File: src/rtl/mc14433_defs.sv
// Shared definitions for the MC14433-style dual-slope conversion sequencer:
// FSM state encodings, the 3½-digit BCD full-scale value and the blank digit code.
package mc14433_defs;

    localparam logic [1:0] ST_AZ    = 2'd0;
    localparam logic [1:0] ST_INT   = 2'd1;
    localparam logic [1:0] ST_DEINT = 2'd2;
    localparam logic [1:0] ST_LATCH = 2'd3;

    localparam logic [12:0] MAX_BCD = 13'h1999;
    localparam logic [3:0]  BLANK   = 4'hF;
    localparam logic [3:0]  BCD_NINE = 4'd9;

endpackage

File: src/rtl/bcd_counter_3p5.sv
// 3½-digit BCD up-counter (1+4+4+4 bits) with synchronous clear and enable.
// It saturates at 1999 and flags that value on at_max_o.
module bcd_counter_3p5
    import mc14433_defs::*;
(
    input  logic        clk_i,
    input  logic        clr_i,
    input  logic        en_i,
    output logic [12:0] value_o,
    output logic        at_max_o
);

    logic [12:0] cnt_q;
    logic [12:0] cnt_d;
    logic        carry;

    assign value_o  = cnt_q;
    assign at_max_o = (cnt_q == MAX_BCD);

    // NOTE: every signal written here gets a default first, so no latch is inferred.
    always_comb begin
        cnt_d = cnt_q;
        carry = 1'b1;
        if (clr_i) begin
            cnt_d = '0;
        end else if (en_i && !at_max_o) begin
            for (int i = 0; i < 3; i++) begin
                if (carry) begin
                    if (cnt_q[4*i +: 4] == BCD_NINE) begin
                        cnt_d[4*i +: 4] = 4'd0;
                    end else begin
                        cnt_d[4*i +: 4] = cnt_q[4*i +: 4] + 4'd1;
                        carry = 1'b0;
                    end
                end
            end
            if (carry) begin
                cnt_d[12] = 1'b1;
            end
        end
    end

    // NOTE: non-blocking assignments so every register updates from pre-edge values.
    always_ff @(posedge clk_i) begin
        cnt_q <= cnt_d;
    end

endmodule

File: src/rtl/dual_slope_sequencer.sv
// Dual-slope ADC conversion controller (AZ -> INT -> DEINT -> LATCH) with BCD result
// latch and multiplexed digit scan. Define OVERRANGE_BLANK_EN to blank digits on overrange.
module dual_slope_sequencer
    import mc14433_defs::*;
#(
    parameter int AZ_CNT   = 1000,
    parameter int INT_CNT  = 2000,
    parameter int SCAN_DIV = 16
) (
    input  logic       CP,
    input  logic       R,
    input  logic       CMP,
    input  logic       POL,
    input  logic       DU,
    output logic       AZ_EN,
    output logic       INT_EN,
    output logic       DEINT_EN,
    output logic       EOC,
    output logic       SIGN,
    output logic       OR_N,
    output logic [3:0] DS,
    output logic [3:0] Q
);

    localparam logic [11:0] AZ_LAST   = 12'(AZ_CNT - 1);
    localparam logic [11:0] INT_LAST  = 12'(INT_CNT - 1);
    localparam logic [7:0]  SCAN_LAST = 8'(SCAN_DIV - 1);

    logic [1:0]  state_q, state_d, state_nx;
    logic [11:0] phase_q, phase_d;
    logic        run_q;
    logic        sign_r_q, sign_r_d;
    logic        ovr_q, ovr_d;
    logic [12:0] result_q;
    logic        sign_q, or_n_q;
    logic        az_en_q, int_en_q, deint_en_q, eoc_q;
    logic [7:0]  scan_q;
    logic [3:0]  ds_q;
    logic [3:0]  q_dig;

    logic [12:0] bcd_val;
    logic        bcd_max;
    logic        bcd_en;
    logic        bcd_clr;

    assign bcd_en  = run_q && (state_q == ST_DEINT) && !CMP && !bcd_max;
    assign bcd_clr = R || (run_q && (state_q == ST_LATCH));

    bcd_counter_3p5 u_bcd (
        .clk_i    (CP),
        .clr_i    (bcd_clr),
        .en_i     (bcd_en),
        .value_o  (bcd_val),
        .at_max_o (bcd_max)
    );

    always_comb begin
        state_d  = state_q;
        phase_d  = phase_q + 12'd1;
        sign_r_d = sign_r_q;
        ovr_d    = ovr_q;
        case (state_q)
            ST_AZ: begin
                if (phase_q == AZ_LAST) begin
                    state_d = ST_INT;
                    phase_d = '0;
                end
            end
            ST_INT: begin
                if (phase_q == INT_LAST) begin
                    state_d  = ST_DEINT;
                    phase_d  = '0;
                    sign_r_d = POL;
                end
            end
            ST_DEINT: begin
                // A comparator crossing on the 1999 count still counts as a valid reading.
                if (CMP || bcd_max) begin
                    state_d = ST_LATCH;
                    phase_d = '0;
                    ovr_d   = bcd_max && !CMP;
                end
            end
            default: begin
                state_d = ST_AZ;
                phase_d = '0;
            end
        endcase
    end

    // The first cycle out of reset shows AZ cycle 1 without advancing the phase count.
    assign state_nx = run_q ? state_d : state_q;

    always_ff @(posedge CP) begin
        if (R) begin
            state_q    <= ST_AZ;
            phase_q    <= '0;
            run_q      <= 1'b0;
            sign_r_q   <= 1'b0;
            ovr_q      <= 1'b0;
            result_q   <= '0;
            sign_q     <= 1'b0;
            or_n_q     <= 1'b1;
            az_en_q    <= 1'b0;
            int_en_q   <= 1'b0;
            deint_en_q <= 1'b0;
            eoc_q      <= 1'b0;
        end else begin
            run_q <= 1'b1;
            if (run_q) begin
                state_q  <= state_d;
                phase_q  <= phase_d;
                sign_r_q <= sign_r_d;
                ovr_q    <= ovr_d;
                if (state_q == ST_LATCH && DU) begin
                    result_q <= bcd_val;
                    sign_q   <= sign_r_q;
                    or_n_q   <= ~ovr_q;
                end
            end
            az_en_q    <= (state_nx == ST_AZ);
            int_en_q   <= (state_nx == ST_INT);
            deint_en_q <= (state_nx == ST_DEINT);
            eoc_q      <= (state_nx == ST_LATCH);
        end
    end

    always_ff @(posedge CP) begin
        if (R) begin
            scan_q <= '0;
            ds_q   <= 4'b1000;
        end else if (scan_q == SCAN_LAST) begin
            scan_q <= '0;
            ds_q   <= {ds_q[0], ds_q[3:1]};
        end else begin
            scan_q <= scan_q + 8'd1;
        end
    end

    always_comb begin
        case (ds_q)
            4'b0100: q_dig = result_q[11:8];
            4'b0010: q_dig = result_q[7:4];
            4'b0001: q_dig = result_q[3:0];
            default: q_dig = {1'b0, sign_q, ~or_n_q, result_q[12]};
        endcase
`ifdef OVERRANGE_BLANK_EN
        if (!or_n_q && !ds_q[3]) begin
            q_dig = BLANK;
        end
`endif
    end

    assign AZ_EN    = az_en_q;
    assign INT_EN   = int_en_q;
    assign DEINT_EN = deint_en_q;
    assign EOC      = eoc_q;
    assign SIGN     = sign_q;
    assign OR_N     = or_n_q;
    assign DS       = ds_q;
    assign Q        = q_dig;

endmodule

File: config.mk
export PLATFORM = sky130hd
export DESIGN_NAME = dual_slope_sequencer
export DESIGN_NICKNAME = d
export VERILOG_FILES = /design/src/rtl/mc14433_defs.sv /design/src/rtl/bcd_counter_3p5.sv /design/src/rtl/dual_slope_sequencer.sv
export SDC_FILE = /design/constraint.sdc
export NUM_CORES = 1
export LEC_CHECK = 0
export ABC_CLOCK_PERIOD_IN_PS = 4600
export BUFFER_PORTS_ARGS = -buffer_cell sky130_fd_sc_hd__buf_2
export CORE_UTILIZATION = 36
export DETAILED_ROUTE_END_ITERATION = 6
export MAX_ROUTING_LAYER = met4
export SLEW_MARGIN = 10
export SYNTH_ARGS = -nofsm -noshare
export SYNTH_HDL_FRONTEND = slang
export SYNTH_HIERARCHICAL = 1
export SYNTH_SLANG_ARGS = --single-unit
File: constraint.sdc
create_clock -name CP -period 4.6 [get_ports CP]
set_input_delay 0 -clock CP [delete_from_list [all_inputs] [get_ports CP]]
set_output_delay 0 -clock CP [all_outputs]
set_load 0.01 [all_outputs]
Word-level counts from Yosys, hierarchy flattened. Index checks and enable logic that the tools add are counted.

Register bits after elaboration: 61. Output and inout bits: 14. Word-level logic and storage cells: 86.

Reduce and logical (&&, ||, !) cells: 20. $add $sub $neg: 5. Eq/ne operators: 16. Bitwise logic cells: 2. Muxes and demuxes: 25.

Operators by type and width (count): 2-to-1 mux 12 bit (3); one-hot mux 12 bit (3 select lines) (1); == test 13 bit, second input constant (1); adder 12 x 1 -> 12 bit, second input constant (1); adder 4 x 1 -> 4 bit, second input constant (3); == test 12 x 10 -> 1 bit, second input constant (1); == test 12 x 11 -> 1 bit, second input constant (1); == test 4 bit, second input constant (3); 2-to-1 mux 1 bit (12); 2-to-1 mux 4 bit (3); one-hot mux 4 bit (3 select lines) (1); adder 8 x 1 -> 8 bit, second input constant (1); == test 2 bit, second input constant (4); == test 8 x 4 -> 1 bit, second input constant (1); 2-to-1 mux 2 bit (4); AND reduction 2 bit (4); logical AND 1 bit (7); one-hot mux 2 bit (3 select lines) (1); AND reduction 3 bit (2); == test 2 x 1 -> 1 bit, second input constant (2); == test 4 x 1 -> 1 bit, second input constant (1); == test 4 x 2 -> 1 bit, second input constant (1); == test 4 x 3 -> 1 bit, second input constant (1); zero test 2 bit (2); 4 further kinds (7).

Depth between registers and ports, before layout.
Depth in word-level cells: 14. Depth in mapped cells: 9. Depth with buffers taken out: 8.

Cells and area by module. Netlist, hierarchy kept.

By module, submodules not included: dual_slope_sequencer (area each 2205.9 um^2, times used 1, cells each 266); bcd_counter_3p5 (area each 730.7 um^2, times used 1, cells each 81).

Worst setup path after synthesis. Ideal clock, no wire load.

Path kind: reg-to-reg. Start: register u_bcd.cnt_q[7] (netlist: u_bcd/value_o[7]). End: register u_bcd.cnt_q[10] (netlist: u_bcd/value_o[10]). Path buffers: 1. Path slack: 2502 ps. Clock period less this slack: 2098 ps. Data arrival time: 1976 ps. Stages on the path, launching flop included: 10. Cells stage by stage: dfxtp_1 > nor4bb_2 > and2_2 > and3_1 > nor3_1 > and2_1 > and4_1 > buf_4 > nand2_2 > mux2_4.

RTL lines: start: declaration (RTL line bcd_counter_3p5.sv:13) `logic [12:0] cnt_q;`; start signal: assignment (RTL line bcd_counter_3p5.sv:45) `cnt_q <= cnt_d;`; == test 13 bit (RTL line bcd_counter_3p5.sv:18) `assign at_max_o = (cnt_q == MAX_BCD);`; net bcd_max (RTL line dual_slope_sequencer.sv:42) `logic bcd_max;`; zero test 1 bit (RTL line dual_slope_sequencer.sv:46) `assign bcd_en = run_q && (state_q == ST_DEINT) && !CMP && !bcd_max;`; logical AND 1 bit (RTL line dual_slope_sequencer.sv:46); net bcd_en (RTL line dual_slope_sequencer.sv:43) `logic bcd_en;`; logical AND 1 bit (RTL line bcd_counter_3p5.sv:26) `end else if (en_i && !at_max_o) begin`; AND reduction 2 bit (no source line).

The timed path passes the listed nets, and every way through them passes these cells. The select of a mux whose other input is x is not followed. A chain may end at the register's enable or synchronous reset.

Final worst setup path. Same ends and word-level chain as after synthesis.

==> metrics.csv <==
metric;value;unit
CP arrival;2.52;ns
DRC;0;
pin count of the biggest net entering global routing;41;
post-synth top area cell;dfxtp_1;
PwrDens;296;nW/um^2
switching power total;219;uW
Worst IR Drop VDD;0.000105;V
placed cell area;3070;sq um
CP max stage delay;0.35;ns
dpl ws;2.33;ns
EDFF count, synth;0;
area of the multi-input gates;1610;sq um
ranking of synthesized cells by area;dfxtp_1 42%, nand2_1 6.5%, nor2_1 4.7%;
chip height;92.3;microns
final hold vios;0;
Fill cells;801;
Compound-Gate Fraction of Synth Area;0.159;
TNS Setup;0;ns
Fmax achieved;436;MHz
Int Pwr;742;uW
final worst path period share;0.499;
mux contribution to synthesized area;0.0332;
# nets final;370;
Seq cells post-synth;61;
input/output buffers;18;
Ports;19;
Routed Antenna Nets;0;
hold endpoint;result_q[6]$_SDFFE_PP0P_;
reg2reg start;u_bcd/value_o[7]$_SDFFE_PP0P_;
worst-path fanout max;6;
Synth cell types;57;
Max Slew Vio Count;0;
fin crit period;2.29;ns
CTS resizes;0;
Leak;1.20;nW
Simple-Gate Fraction of Synth Area;0.300;
core region area;7810;sq um
drt via density;5.03;
syn avg cell area;8.46;sq um
switching share of total power;0.228;
Initial Util;0.376;
worst hold path startpoint;DU;
Reg power frac;0.561;
r2r endpoint;u_bcd/value_o[10]$_SDFFE_PP0P_;
FP Rows;32;
routed length per placed instance;12.6;microns
most common cell in the netlist;dfxtp_1;
die area;8520;sq um
diode count;0;
Seq/Total Area, Yosys;0.416;
MaxCap Viol Count;0;
area grow syn2layout;10.6;%
worst-margin pin slew;0.764;ns
Yosys warning total;6;
detailed placement HPWL;4090;microns
worst-case clock buffer depth;2;
post-route cell area;3250;sq um
Die W;92.3;microns
htree depth;3;
Setup Skew;0.0115;ns
WHS Path Cells;5;
combinational family with the most area after synthesis;simple AND/OR/NAND/NOR gates;
DRT iter0 DRCs;108;
synth cell count leaders;61 x dfxtp_1, 51 x nand2_1, 37 x nor2_1, 27 x a21oi_1, 13 x nand3_1;
Main synth FF type;dfxtp_1;
Syn Inst Count;347;
RePlAce Congestion;0.827;
Net Count, Synth;355;
overall routing resource usage;0.154;
Routed WL;5870;microns
Synth Area in Adders;0.0128;
TritonCTS clock tree;built;
Overflow after GRT;0;
Final WS setup;2.31;ns
antenna violations before repair;0;
status;finished clean;
slowest CP cell;dfxtp_1;
Sequential Area;1220;sq um
layout cells sized above 1;0.143;
clock share of power;0.407;
Critical Path End Type;flop;
CP Launch Type;flop;
vias in the first global route;2130;
Final setup violation count;0;
combinational share of power;0.032;
Post-synth ARST share;0;
Synth Area in XOR/XNOR;0.0418;
register clock-pin slew on the reported worst setup and hold paths;0.06;ns
DRT Pass-1 Iters;4;
relative slew slack;0.489;
WS Path Type;flop to flop;
reg2reg path depth;8;
overall power;960;uW
total number of vias;2345;
clock sinks;61;
Post-Syn Area;2940;sq um
Clk Tree Root Cell;clkbuf_8;
crit path cell chain;nor4bb_2 -> and2_2 -> and3_1 -> nor3_1 -> and2_1 -> and4_1 -> nand2_2 -> mux2_4;
clock latency on the worst-skew pair;0.34;ns
Hold Path Class;input port to flop;
RSZ-0062 raised after global routing;false;
global-route wire length before repair;10100;microns
Critical Path RT;4.82;ns
Util after Layout;0.416;
Yosys top cell area share;0.416;
Num CTS Buffers;9;
FF-to-FF setup slack;2.31;ns
==> layout make-up <==
type,instances,area share
Clock inverter,3,0.00462
Sequential cell,61,0.376
Inverter,8,0.00925
Tap cell,102,0.0393
Clock buffer,10,0.0424
Timing Repair Buffer,20,0.0339
Multi-Input combinational cell,262,0.494
==> how the worst max path moves through the flow <==
| stage | startpoint | to | slack (ns) |
|---|---|---|---|
| after floorplan | u_bcd/value_o[7]$_SDFFE_PP0P_ | u_bcd/value_o[10]$_SDFFE_PP0P_ | 2.50 |
| after global placement | u_bcd/value_o[7]$_SDFFE_PP0P_ | u_bcd/value_o[10]$_SDFFE_PP0P_ | 2.39 |
| after detailed placement | u_bcd/value_o[7]$_SDFFE_PP0P_ | u_bcd/value_o[10]$_SDFFE_PP0P_ | 2.33 |
| after CTS | u_bcd/value_o[7]$_SDFFE_PP0P_ | u_bcd/value_o[10]$_SDFFE_PP0P_ | 2.31 |
| after global routing | u_bcd/value_o[5]$_SDFFE_PP0P_ | u_bcd/value_o[10]$_SDFFE_PP0P_ | 2.12 |
| final | u_bcd/value_o[7]$_SDFFE_PP0P_ | u_bcd/value_o[10]$_SDFFE_PP0P_ | 2.31 |
==> power by group through the flow <==
stage          logic [mW]  clock network, mW  registers, mW
2_1_floorplan      0.0241                  0          0.548
3_3_place_gp       0.0291                  0          0.550
3_5_place_dp       0.0295                  0          0.550
4_1_cts            0.0310              0.403          0.538
5_1_grt            0.0342              0.426          0.539
6_report           0.0307              0.391          0.538
==> cells by family after synthesis <==
group	after synthesis
compound gates	69
mux	9
simple gates	167
flops	61
fa+ha+maj	3
xor+xnor	14
buf+inv	24
==> layout by cell type (no fill, tap or decap), types with 3 or more instances in the layout <==
master    synthesis  routed
buf_2             4      18
a22oi_2           5       5
a22oi_1           4       4
ha_1              3       3
nor3_1            5       5
nand2b_1          8       8
o21ai_0           6       6
nand4_1           6       6
a31oi_1           7       7
dfxtp_1          61      61
and3_1            9       9
nand3_1          13      13
clkinv_2          0       3
or3_1             3       3
nand2_1          51      51
and2_1            5       5
a21oi_1          27      27
mux2i_1           6       6
clkbuf_8          0      10
xor2_1            5       5
nor2b_1           9       9
nand3b_1          4       4
inv_1             8       8
nor2_1           37      37
xnor2_1           9       9
==> sequential cells by signal, summed over array words and instances, names as in the netlist, 2 cells and up <==
register       count
result_q          13
u_bcd/value_o     13
phase_q           12
scan_q             8
DS                 4
state_q            2
==> timing repair <==
item | CTS | global route
hold buffers | 2 | 0
setup endpoints to repair | 0 | 0
hold endpoints to repair | 2 | 0
buffers inserted | 0 | 0
==> routing by layer <==
| metal | routed length, microns | up-vias | global-route usage |
|---|---|---|---|
| met3 | 176 | 12 | 0.0271 |
| met5 | 0 | - | - |
| met1 | 3130 | 1057 | 0.206 |
| met2 | 2430 | 33 | 0.216 |
| met4 | 140 | 0 | 0.0898 |
| li1 | - | 1243 | - |
==> worst max-delay path, delay by kind of cell (launching register included) <==
kind          cells  cell delay [ns]
flops             1             0.35
mux               1             0.30
simple gates      7             1.53
==> stage by stage <==
stage,hold WS [ns],std cells
6_report,0.198,466
5_1_grt,0.236,466
4_1_cts,0.192,466
3_5_place_dp,0.245,451
3_3_place_gp,0.252,451
2_1_floorplan,0.110,347
(Power assumes the default switching activity.)
